**src/rtl/piso_serializer_if.sv**
```systemverilog
// Parallel load handshake and serial stream bundle for piso_serializer.
// master: upstream/downstream driver; slave: the serializer.
interface piso_serializer_if #(
  parameter int WIDTH = 8,
  parameter int CNT_W = 16
);
  logic             load_valid;
  logic [WIDTH-1:0] load_data;
  logic             load_ready;
  logic             ser_en;
  logic             ser_out;
  logic             ser_valid;
  logic             frame_start;
  logic             frame_last;
  logic [CNT_W-1:0] frame_cnt;

  modport master (
    output load_valid, load_data, ser_en,
    input  load_ready, ser_out, ser_valid,
    input  frame_start, frame_last, frame_cnt
  );

  modport slave (
    input  load_valid, load_data, ser_en,
    output load_ready, ser_out, ser_valid,
    output frame_start, frame_last, frame_cnt
  );
endinterface

```
**src/rtl/piso_serializer.sv**
```systemverilog
// Parallel-in/serial-out word serializer, one bit per enabled clock.
// Ports: clk, clr (sync active-high), bus (slave: load + serial side).
module piso_serializer #(
  parameter int WIDTH     = 8,
  parameter int MSB_FIRST = 1,
  parameter int CNT_W     = 16
) (
  input logic             clk,
  input logic             clr,
  piso_serializer_if.slave bus
);
  localparam int BW = (WIDTH > 1) ? $clog2(WIDTH) : 1;
  localparam logic [BW-1:0] LAST_IDX = BW'(WIDTH - 1);

  localparam logic [0:0] IDLE  = 1'b0;
  localparam logic [0:0] SHIFT = 1'b1;

  logic [0:0]       state_q, state_d;
  logic [WIDTH-1:0] shreg_q, shreg_d;
  logic [BW-1:0]    bit_cnt_q, bit_cnt_d;
  logic [CNT_W-1:0] frame_cnt_q, frame_cnt_d;

  logic             ser_valid;
  logic             head_bit;
  logic             is_last;
  logic             take;
  logic             ready;
  logic             accept;
  logic [WIDTH-1:0] shifted;

  always_comb begin
    ser_valid = (state_q == SHIFT);
    head_bit  = (MSB_FIRST != 0) ? shreg_q[WIDTH-1]
                                 : shreg_q[0];
    is_last   = ser_valid && (bit_cnt_q == LAST_IDX);
    take      = ser_valid && bus.ser_en;
    // A new word may land on the edge that consumes
    // the last bit, so frames run back to back.
    ready     = !ser_valid || (is_last && bus.ser_en);
    accept    = bus.load_valid && ready;
    shifted   = (MSB_FIRST != 0)
              ? {shreg_q[WIDTH-2:0], 1'b0}
              : {1'b0, shreg_q[WIDTH-1:1]};
  end

  always_comb begin
    state_d     = state_q;
    shreg_d     = shreg_q;
    bit_cnt_d   = bit_cnt_q;
    frame_cnt_d = frame_cnt_q;
    if (take) begin
      if (is_last) begin
        frame_cnt_d = frame_cnt_q + CNT_W'(1);
        state_d     = IDLE;
      end else begin
        shreg_d   = shifted;
        bit_cnt_d = bit_cnt_q + BW'(1);
      end
    end
    if (accept) begin
      shreg_d   = bus.load_data;
      bit_cnt_d = '0;
      state_d   = SHIFT;
    end
  end

  always_ff @(posedge clk) begin
    if (clr) begin
      state_q     <= IDLE;
      shreg_q     <= '0;
      bit_cnt_q   <= '0;
      frame_cnt_q <= '0;
    end else begin
      state_q     <= state_d;
      shreg_q     <= shreg_d;
      bit_cnt_q   <= bit_cnt_d;
      frame_cnt_q <= frame_cnt_d;
    end
  end

  assign bus.ser_valid   = ser_valid;
  assign bus.ser_out     = ser_valid & head_bit;
  assign bus.frame_start = ser_valid && (bit_cnt_q == '0);
  assign bus.frame_last  = is_last;
  assign bus.load_ready  = ready;
  assign bus.frame_cnt   = frame_cnt_q;
endmodule

```
**src/flat_wrapper.sv**
```systemverilog
// flat-port wrapper written by rule: the top's interface ports become plain ports
module piso_serializer_flat 
#(
  parameter int WIDTH     = 8,
  parameter int MSB_FIRST = 1,
  parameter int CNT_W     = 16
)
  (clk, clr, bus_load_valid, bus_load_data, bus_ser_en, bus_load_ready, bus_ser_out, bus_ser_valid, bus_frame_start, bus_frame_last, bus_frame_cnt);
  piso_serializer_if #(.WIDTH(WIDTH), .CNT_W(CNT_W)) bus_i ();
  input logic clk;
  input logic clr;
  input wire logic [$bits(bus_i.load_valid)-1:0] bus_load_valid;
  input wire logic [$bits(bus_i.load_data)-1:0] bus_load_data;
  input wire logic [$bits(bus_i.ser_en)-1:0] bus_ser_en;
  output wire logic [$bits(bus_i.load_ready)-1:0] bus_load_ready;
  output wire logic [$bits(bus_i.ser_out)-1:0] bus_ser_out;
  output wire logic [$bits(bus_i.ser_valid)-1:0] bus_ser_valid;
  output wire logic [$bits(bus_i.frame_start)-1:0] bus_frame_start;
  output wire logic [$bits(bus_i.frame_last)-1:0] bus_frame_last;
  output wire logic [$bits(bus_i.frame_cnt)-1:0] bus_frame_cnt;
  assign bus_i.load_valid = bus_load_valid;
  assign bus_i.load_data = bus_load_data;
  assign bus_i.ser_en = bus_ser_en;
  assign bus_load_ready = bus_i.load_ready;
  assign bus_ser_out = bus_i.ser_out;
  assign bus_ser_valid = bus_i.ser_valid;
  assign bus_frame_start = bus_i.frame_start;
  assign bus_frame_last = bus_i.frame_last;
  assign bus_frame_cnt = bus_i.frame_cnt;
  piso_serializer #(.WIDTH(WIDTH), .MSB_FIRST(MSB_FIRST), .CNT_W(CNT_W)) u_core (.clk(clk), .clr(clr), .bus(bus_i));
endmodule
```
**config.mk**
```make
export PLATFORM = sky130hd
export DESIGN_NAME = piso_serializer_flat
export DESIGN_NICKNAME = d
export VERILOG_FILES = /design/src/rtl/piso_serializer_if.sv /design/src/rtl/piso_serializer.sv /design/src/flat_wrapper.sv
export SDC_FILE = /design/constraint.sdc
export NUM_CORES = 1
export LEC_CHECK = 0
export ABC_AREA = 1
export CAP_MARGIN = 10
export CORE_ASPECT_RATIO = 0.9
export CORE_MARGIN = 2
export CORE_UTILIZATION = 44
export DETAILED_ROUTE_END_ITERATION = 7
export GPL_TIMING_DRIVEN = 0
export PLACE_DENSITY = 0.74
export SYNTH_ARGS = -nofsm -noshare
export SYNTH_HDL_FRONTEND = slang
export SYNTH_SLANG_ARGS = --single-unit
export TNS_END_PERCENT = 100
```
**constraint.sdc**
```tcl
create_clock -name clk -period 1.5 [get_ports clk]
set_input_delay 0.15 -clock clk [delete_from_list [all_inputs] [get_ports clk]]
set_output_delay 0.15 -clock clk [all_outputs]
set_load 0.1 [all_outputs]
```
==> results of run 1 <==
==> cells by family after synthesis <==
| family | after synthesis | synth area share [%] |
|---|---|---|
| buf+inv | 34 | 9.482 |
| simple gates | 134 | 40.86 |
| xor+xnor | 2 | 1.207 |
| compound gates | 18 | 6.379 |
| flops | 28 | 38.62 |
| fa+ha+maj | 4 | 3.448 |
==> cell usage after synthesis <==
master	count
buf_2	1
nand2_1	61
buf_6	1
ha_1	4
nand4_1	4
and3_2	1
nor2_4	4
a21oi_1	11
nand2_2	1
nand3_1	15
inv_2	1
dfxtp_1	28
nor3b_1	1
o21a_1	1
clkbuf_1	2
nor2_2	2
nor3_1	2
nor2_1	41
inv_1	28
xor2_1	1
o21ai_0	6
nand2_4	1
xnor2_1	1
nand3_2	1
clkinv_2	1
==> worst max path at each step <==
stage                                    from           endpoint  slack (ns)  depth (start not counted)
after floorplan           u_core.bit_cnt_q[1]  u_core.shreg_q[4]       0.007                         10
after global placement             bus_ser_en     bus_load_ready       -0.87                          4
after detailed placement           bus_ser_en     bus_load_ready       -0.86                          4
after CTS                 u_core.bit_cnt_q[1]     bus_load_ready       -0.13                          5
after global routing      u_core.bit_cnt_q[0]     bus_load_ready       -0.19                          5
final                     u_core.bit_cnt_q[0]     bus_load_ready       -0.11                          5
==> worst min-delay path, cell delays in order <==
cell	delay (ns)
clkbuf_1	0.16
nor2_1	0.13
nand2_1	0.06
inv_1	0.04
==> routing by layer <==
layer / up-vias / track usage, % / routed length [um] / share of wire, %
li1: 773 / - / - / -
met1: 654 / 23.68 / 1609 / 47
met2: 25 / 35.57 / 1673 / 49
met3: 2 / 4.589 / 138 / 4.0
met4: 0 / 5.167 / 16 / 0.47
met5: - / 0 / 0 / 0
==> per-stage QoR <==
stage	instances	worst slack (ns)	power [W]	TNS, ns
floorplan	220	0.007157	0.0009857	0
CTS	305	-0.1332	0.001591	-0.6016
detailed placement	293	-0.8606	0.001059	-6.257
global route	308	-0.1862	0.001667	-2.320
finish	308	-0.1104	0.001591	-0.5227
global placement	293	-0.8746	0.001055	-6.270
==> flip-flops by register name, indices dropped and copies added, names as in the netlist <==
name                  flops
u_core.shreg_q            8
u_core.bit_cnt_q          3
u_core.bus.frame_cnt     16
u_core.bus.ser_valid      1
==> power by group through the flow <==
stage	registers (W)	clock network, W	logic (W)
3_3_place_gp	0.000801	0	0.000254
4_1_cts	0.000786	0.000512	0.000292
2_1_floorplan	0.000814	0	0.000171
6_report	0.000787	0.000497	0.000307
5_1_grt	0.000790	0.000542	0.000336
3_5_place_dp	0.000801	0	0.000257
==> layout make-up <==
type | instances | area, um^2
fill | 267 | 955.9
multi-input combinational | 158 | 850.8
sequential | 28 | 591.8
timing repair buffer | 42 | 439.2
inverter | 30 | 123.9
tap | 42 | 52.55
clock inverter | 1 | 30.03
buffer | 4 | 23.77
clock buffer | 3 | 22.52
==> what timing repair did <==
item	4_1_cts	5_1_grt
endpoints found under the setup margin	39	27
gates resized for setup	93	16
pin swaps	5	8
buffers inserted	7	3
cloned	1	0
==> run metrics, run 1 <==
nets@finish 283; number of global-route vias before repair 1420; worst r2r src u_core.bit_cnt_q[0]; Switching Share 26.81%; Row Count 19; final instance area 0.002135 mm^2; Hold WC Path Type in -> reg; total track usage 19.65%; first-pass GRT wire length 5892 um; Hold Crit Start clr; cell area power density 745.5 mW/mm^2; Boundary Pins 33; layout cell share with drive strength beyond 1 30.83%; average size of a mapped cell 6.597 um^2; area leader, netlist dfxtp_1; CTS Hold Bufs 0; clk root buf clkbuf_4; path depth of the worst reg2reg path 10; Post-DP HPWL 2334 um; Slowest-stage cell, CP dfxtp_2; Pre-antenna DRT Iters 4; fin crit share 107.4%; synth unique cells 25; full die area 0.003775 mm^2; Reg power frac 49.5%; Avg Vias per Cell 4.721; Yosys reg bits 28; Area Growth Syn to Fin 47.07%; Hold WS 0.2194 ns; maxcap violations 0; Hold Path Depth 4; critical path's most frequent cell ha_4; clk_lat worst skew 0.34 ns; CTS Buf Count 3; initial antenna violation count 0; via count 1454; commonest non-fill, non-tap cell in the layout nand2_1; Buf/Inv on CP 1; Final Core Density 69.07%; Seq/Total Area, Yosys 38.62%; Mapped Nets 236; Ant. Diodes 0; core area 0.003090 mm^2; IO Port Bufs 31; Setup Skew 0.01054 ns; DRT antenna net count 0; placer congestion estimate 0.8067; final worst slack -0.1104 ns; Max-slew headroom 63.45%; share of the synthesized area in the top cell type 38.62%; Comb power frac 19.3%; routed len/inst 11.16 um; Arr. time, crit path 1.46 ns; Top delay family on crit path flip-flops; outcome finished with violations; minimum clock period 1.610 ns; Area after DPL 0.001907 mm^2; crit path cell chain ha_4 -> ha_4 -> nand3_4 -> nand2_8 -> buf_12; Crit. End Element primary output; hold endpoint u_core.shreg_q[7]; Pint 0.001165 W; buffer depth of the longest clock path 2; f_max 621.0 MHz; CP required 1.35 ns; Peak VDD IR 0.6990 mV; clk sinks 28; CP Launch Type flop; drt initial violations 66; net load switching power 0.0004267 W; largest net degree at the start of global routing 17; Crit Path Class reg -> out; CTS clk-pin slew, worst paths 0.16 ns; die height 58.49 um; CTS tree built; final-report max-slew violation count 0; CP peak stage delay 0.39 ns; Initial Util 46.96%; RSZ-0062 raised after global routing true; DRC violations left 0; most frequent cells in the layout 57 x nand2_1, 37 x nor2_1, 27 x inv_1; Syn Inst Count 220; terminus of the critical flop-to-flop path u_core.shreg_q[4]; # H-tree levels 1; cell area after synthesis 0.001451 mm^2; final setup fails 11; failing checks negative setup slack; top cells by area, synth dfxtp_1 39%, nand2_1 16%, nor2_1 11%, inv_1 7.2%, nand3_1 5.2%; final wirelength 3437 um; leakage power 0.9132 nW; Final Hold Violating Endpoints 0; Die Wd 64.54 um; Syn. warnings 0; clock group share of total power 31.3%; GRT Residual Overflow 0; r2r setup slk -0.06 ns; Slew @ Worst Pin 0.5508 ns; Max FO, Critical Path 6
(Power assumes the default switching activity.)
==> run 2: changes to the inputs <==
- CORE_ASPECT_RATIO: 0.9 -> 1.25
- CTS_CLUSTER_DIAMETER: not set -> 80
==> run 2 against run 1 <==
The run still ends with negative setup slack left; sequential share of layout area is 0.28 points higher; highest routed layer unchanged; critical path type unchanged; final cell count is 2.9% lower; hold slack better by 0.080 ns; first-iteration DRC count is 44% lower.
==> run metrics, run 2 (synthesis results as in run 1) <==
outcome finished with violations (unchanged); failing checks negative setup slack (unchanged); layout cell share with drive strength beyond 1 30.15% (was 30.83%); Placed Cells 288 (was 293); core area 0.003194 mm^2 (was 0.003090 mm^2); CTS tree built (unchanged); clock group share of total power 36.0% (was 31.3%); DRC violations left 0 (unchanged); largest net degree at the start of global routing 17 (unchanged); Post-DP HPWL 2254 um (was 2334 um); Row Count 23 (was 19); minimum clock period 1.571 ns (was 1.610 ns); IO Port Bufs 31 (unchanged); pre-CTS setup slack -0.8663 ns (was -0.8606 ns); Final Core Density 66.71% (was 69.07%); f_max 636.4 MHz (was 621.0 MHz); DRT antenna net count 0 (unchanged); Slew @ Worst Pin 0.5482 ns (was 0.5508 ns); commonest non-fill, non-tap cell in the layout nand2_1 (unchanged); CTS clk-pin slew, worst paths 0.09 ns (was 0.16 ns); nets@finish 279 (was 283); Reg power frac 46.9% (was 49.5%); Hold Crit Start clr (unchanged); buffer depth of the longest clock path 2 (unchanged); CP Launch Type flop (unchanged); placer congestion estimate 0.8317 (was 0.8067); Pre-antenna DRT Iters 4 (unchanged); fill cell count 293 (was 267); Top delay family on crit path flip-flops (unchanged); final worst slack -0.07141 ns (was -0.1104 ns); Largest register FFs 16 (unchanged); net load switching power 0.0004388 W (was 0.0004267 W); final wirelength 3202 um (was 3437 um); # H-tree levels 1 (unchanged); area of the multi-input gates 868.3 um^2 (was 850.8 um^2); Initial Util 45.44% (was 46.96%); leakage power 0.8912 nW (was 0.9132 nW); crit path from u_core.bit_cnt_q[1] (was u_core.bit_cnt_q[0]); Max FO, Critical Path 5 (was 6); path depth of the worst reg2reg path 7 (was 10); most frequent cells in the layout 57 x nand2_1, 38 x nor2_1, 27 x inv_1 (was 57 x nand2_1, 37 x nor2_1, 27 x inv_1); number of global-route vias before repair 1296 (was 1420); GRT Residual Overflow 0 (unchanged); register area 596.8 um^2 (was 591.8 um^2); clk root buf clkbuf_8 (was clkbuf_4); drt initial violations 37 (was 66); RSZ-0062 raised after global routing true (unchanged); Boundary Pins 33 (unchanged); Hold WC Path Type in -> reg (unchanged); Final Non-Filler Cells 299 (was 308); Area Growth Syn to Fin 46.81% (was 47.07%); Die Wd 55.37 um (was 64.54 um); Setup Skew 0.006300 ns (was 0.01054 ns); terminus of the critical flop-to-flop path u_core.bus.frame_cnt[5] (was u_core.shreg_q[4]); Max-slew headroom 63.62% (was 63.45%); setup TNS -0.07141 ns (was -0.5227 ns); Comb power frac 17.1% (was 19.3%); Avg Vias per Cell 4.957 (was 4.721); Arr. time, crit path 1.42 ns (was 1.46 ns); Switching Share 26.31% (was 26.81%); Setup crit end bus_load_ready (unchanged); Buf/Inv on CP 1 (unchanged); Pint 0.001229 W (was 0.001165 W); r2r setup slk 0.03 ns (was -0.06 ns); clk sinks 28 (unchanged); crit path cell chain ha_4 -> ha_4 -> nand3_4 -> nand2_8 -> buf_12 (unchanged); Final Hold Violating Endpoints 0 (unchanged); met3 Usage GRT 1.701% (was 4.589%); full die area 0.003777 mm^2 (was 0.003775 mm^2); GR peak layer met2 (unchanged); via count 1482 (was 1454); met1 Resource Use GR 23.38% (was 23.68%); CP required 1.35 ns (about the same); final setup fails 1 (was 11); worst r2r src u_core.bit_cnt_q[1] (was u_core.bit_cnt_q[0]); Peak VDD IR 0.6530 mV (was 0.6990 mV); met2 track demand over resource 30.80% (was 35.57%); power consumption 0.001668 W (was 0.001591 W); Crit. End Element primary output (unchanged); clk_lat worst skew 0.28 ns (was 0.34 ns); final-report max-slew violation count 0 (unchanged); Crit Path Class reg -> out (unchanged); cell area power density 782.8 mW/mm^2 (was 745.5 mW/mm^2); critical path's most frequent cell ha_4 (unchanged); initial antenna violation count 0 (unchanged); total track usage 17.82% (was 19.65%); fin crit share 104.8% (was 107.4%); CP peak stage delay 0.38 ns (was 0.39 ns); Ant. Diodes 0 (unchanged); CTS Buf Count 3 (unchanged); Slowest-stage cell, CP dfxtp_4 (was dfxtp_2); Critical Path Stages 5 (unchanged); die height 68.22 um (was 58.49 um); first-pass GRT wire length 5409 um (was 5892 um); routed len/inst 10.71 um (was 11.16 um); maxcap violations 0 (unchanged)
-- run 2: cell count changes in the layout (fill, tap and decap cells not counted), moves of 3 or more --
cell and change:
clkdlybuf4s15_2 +6, clkdlybuf4s18_2 -3, nor2_2 -3, clkbuf_4 -3, clkbuf_8 +3
-- run 2: through the flow --
stage / instance area (um^2) / hold slack (ns)
floorplan: 1544 / 0.2930
global placement: 1901 / 0.4518
detailed placement: 1901 / 0.4564
CTS: 2046 / 0.3075
global route: 2131 / 0.3627
finish: 2131 / 0.2998
-- run 2: cell type report --
type                            count  area share (%)
Buffer                              4           1.116
Clock buffer                        3           1.938
Clock inverter                      1           1.409
Inverter                           30           5.813
Multi-Input combinational cell    158           40.75
Sequential cell                    28           28.01
Tap cell                           37           2.173
Timing Repair Buffer               38           18.79
-- run 2: worst reg2reg max path: stages, from the launching register on --
cell	delay, ns
dfxtp_4	0.38
ha_4	0.14
ha_4	0.18
nand3_4	0.15
nor2_1	0.22
nand2_1	0.09
o21ai_0	0.15
nor2_1	0.07
-- run 2: power by group through the flow --
stage	clock, W	sequential, W	combinational [W]
finish	0.000600	0.000782	0.000286
global route	0.000636	0.000786	0.000316
CTS	0.000616	0.000786	0.000273
detailed placement	0	0.000801	0.000256
global placement	0	0.000801	0.000254
floorplan	0	0.000814	0.000171
-- run 2: repair_timing --
item	4_1_cts	5_1_grt
endpoints found under the setup margin	39	22
pin swaps	4	5
resized for setup	85	15
hold buffers	0	0
buffers inserted	2	4
cloned	1	0
-- run 2: worst min-delay path by stage --
stage                                          to  cells after the start
after floorplan                 u_core.shreg_q[0]                      2
after global placement    u_core.bus.frame_cnt[7]                      1
after detailed placement  u_core.bus.frame_cnt[7]                      1
after CTS                       u_core.shreg_q[3]                      4
after global routing            u_core.shreg_q[7]                      4
final                           u_core.shreg_q[3]                      4
-- run 2: metal layers --
| layer | wire length (um) | part of all wire (%) | up-vias |
|---|---|---|---|
| met1 | 1552 | 48 | 682 |
| met5 | 0 | 0 | - |
| met2 | 1547 | 48 | 24 |
| met3 | 71 | 2.2 | 2 |
| li1 | - | - | 774 |
| met4 | 30 | 0.94 | 0 |
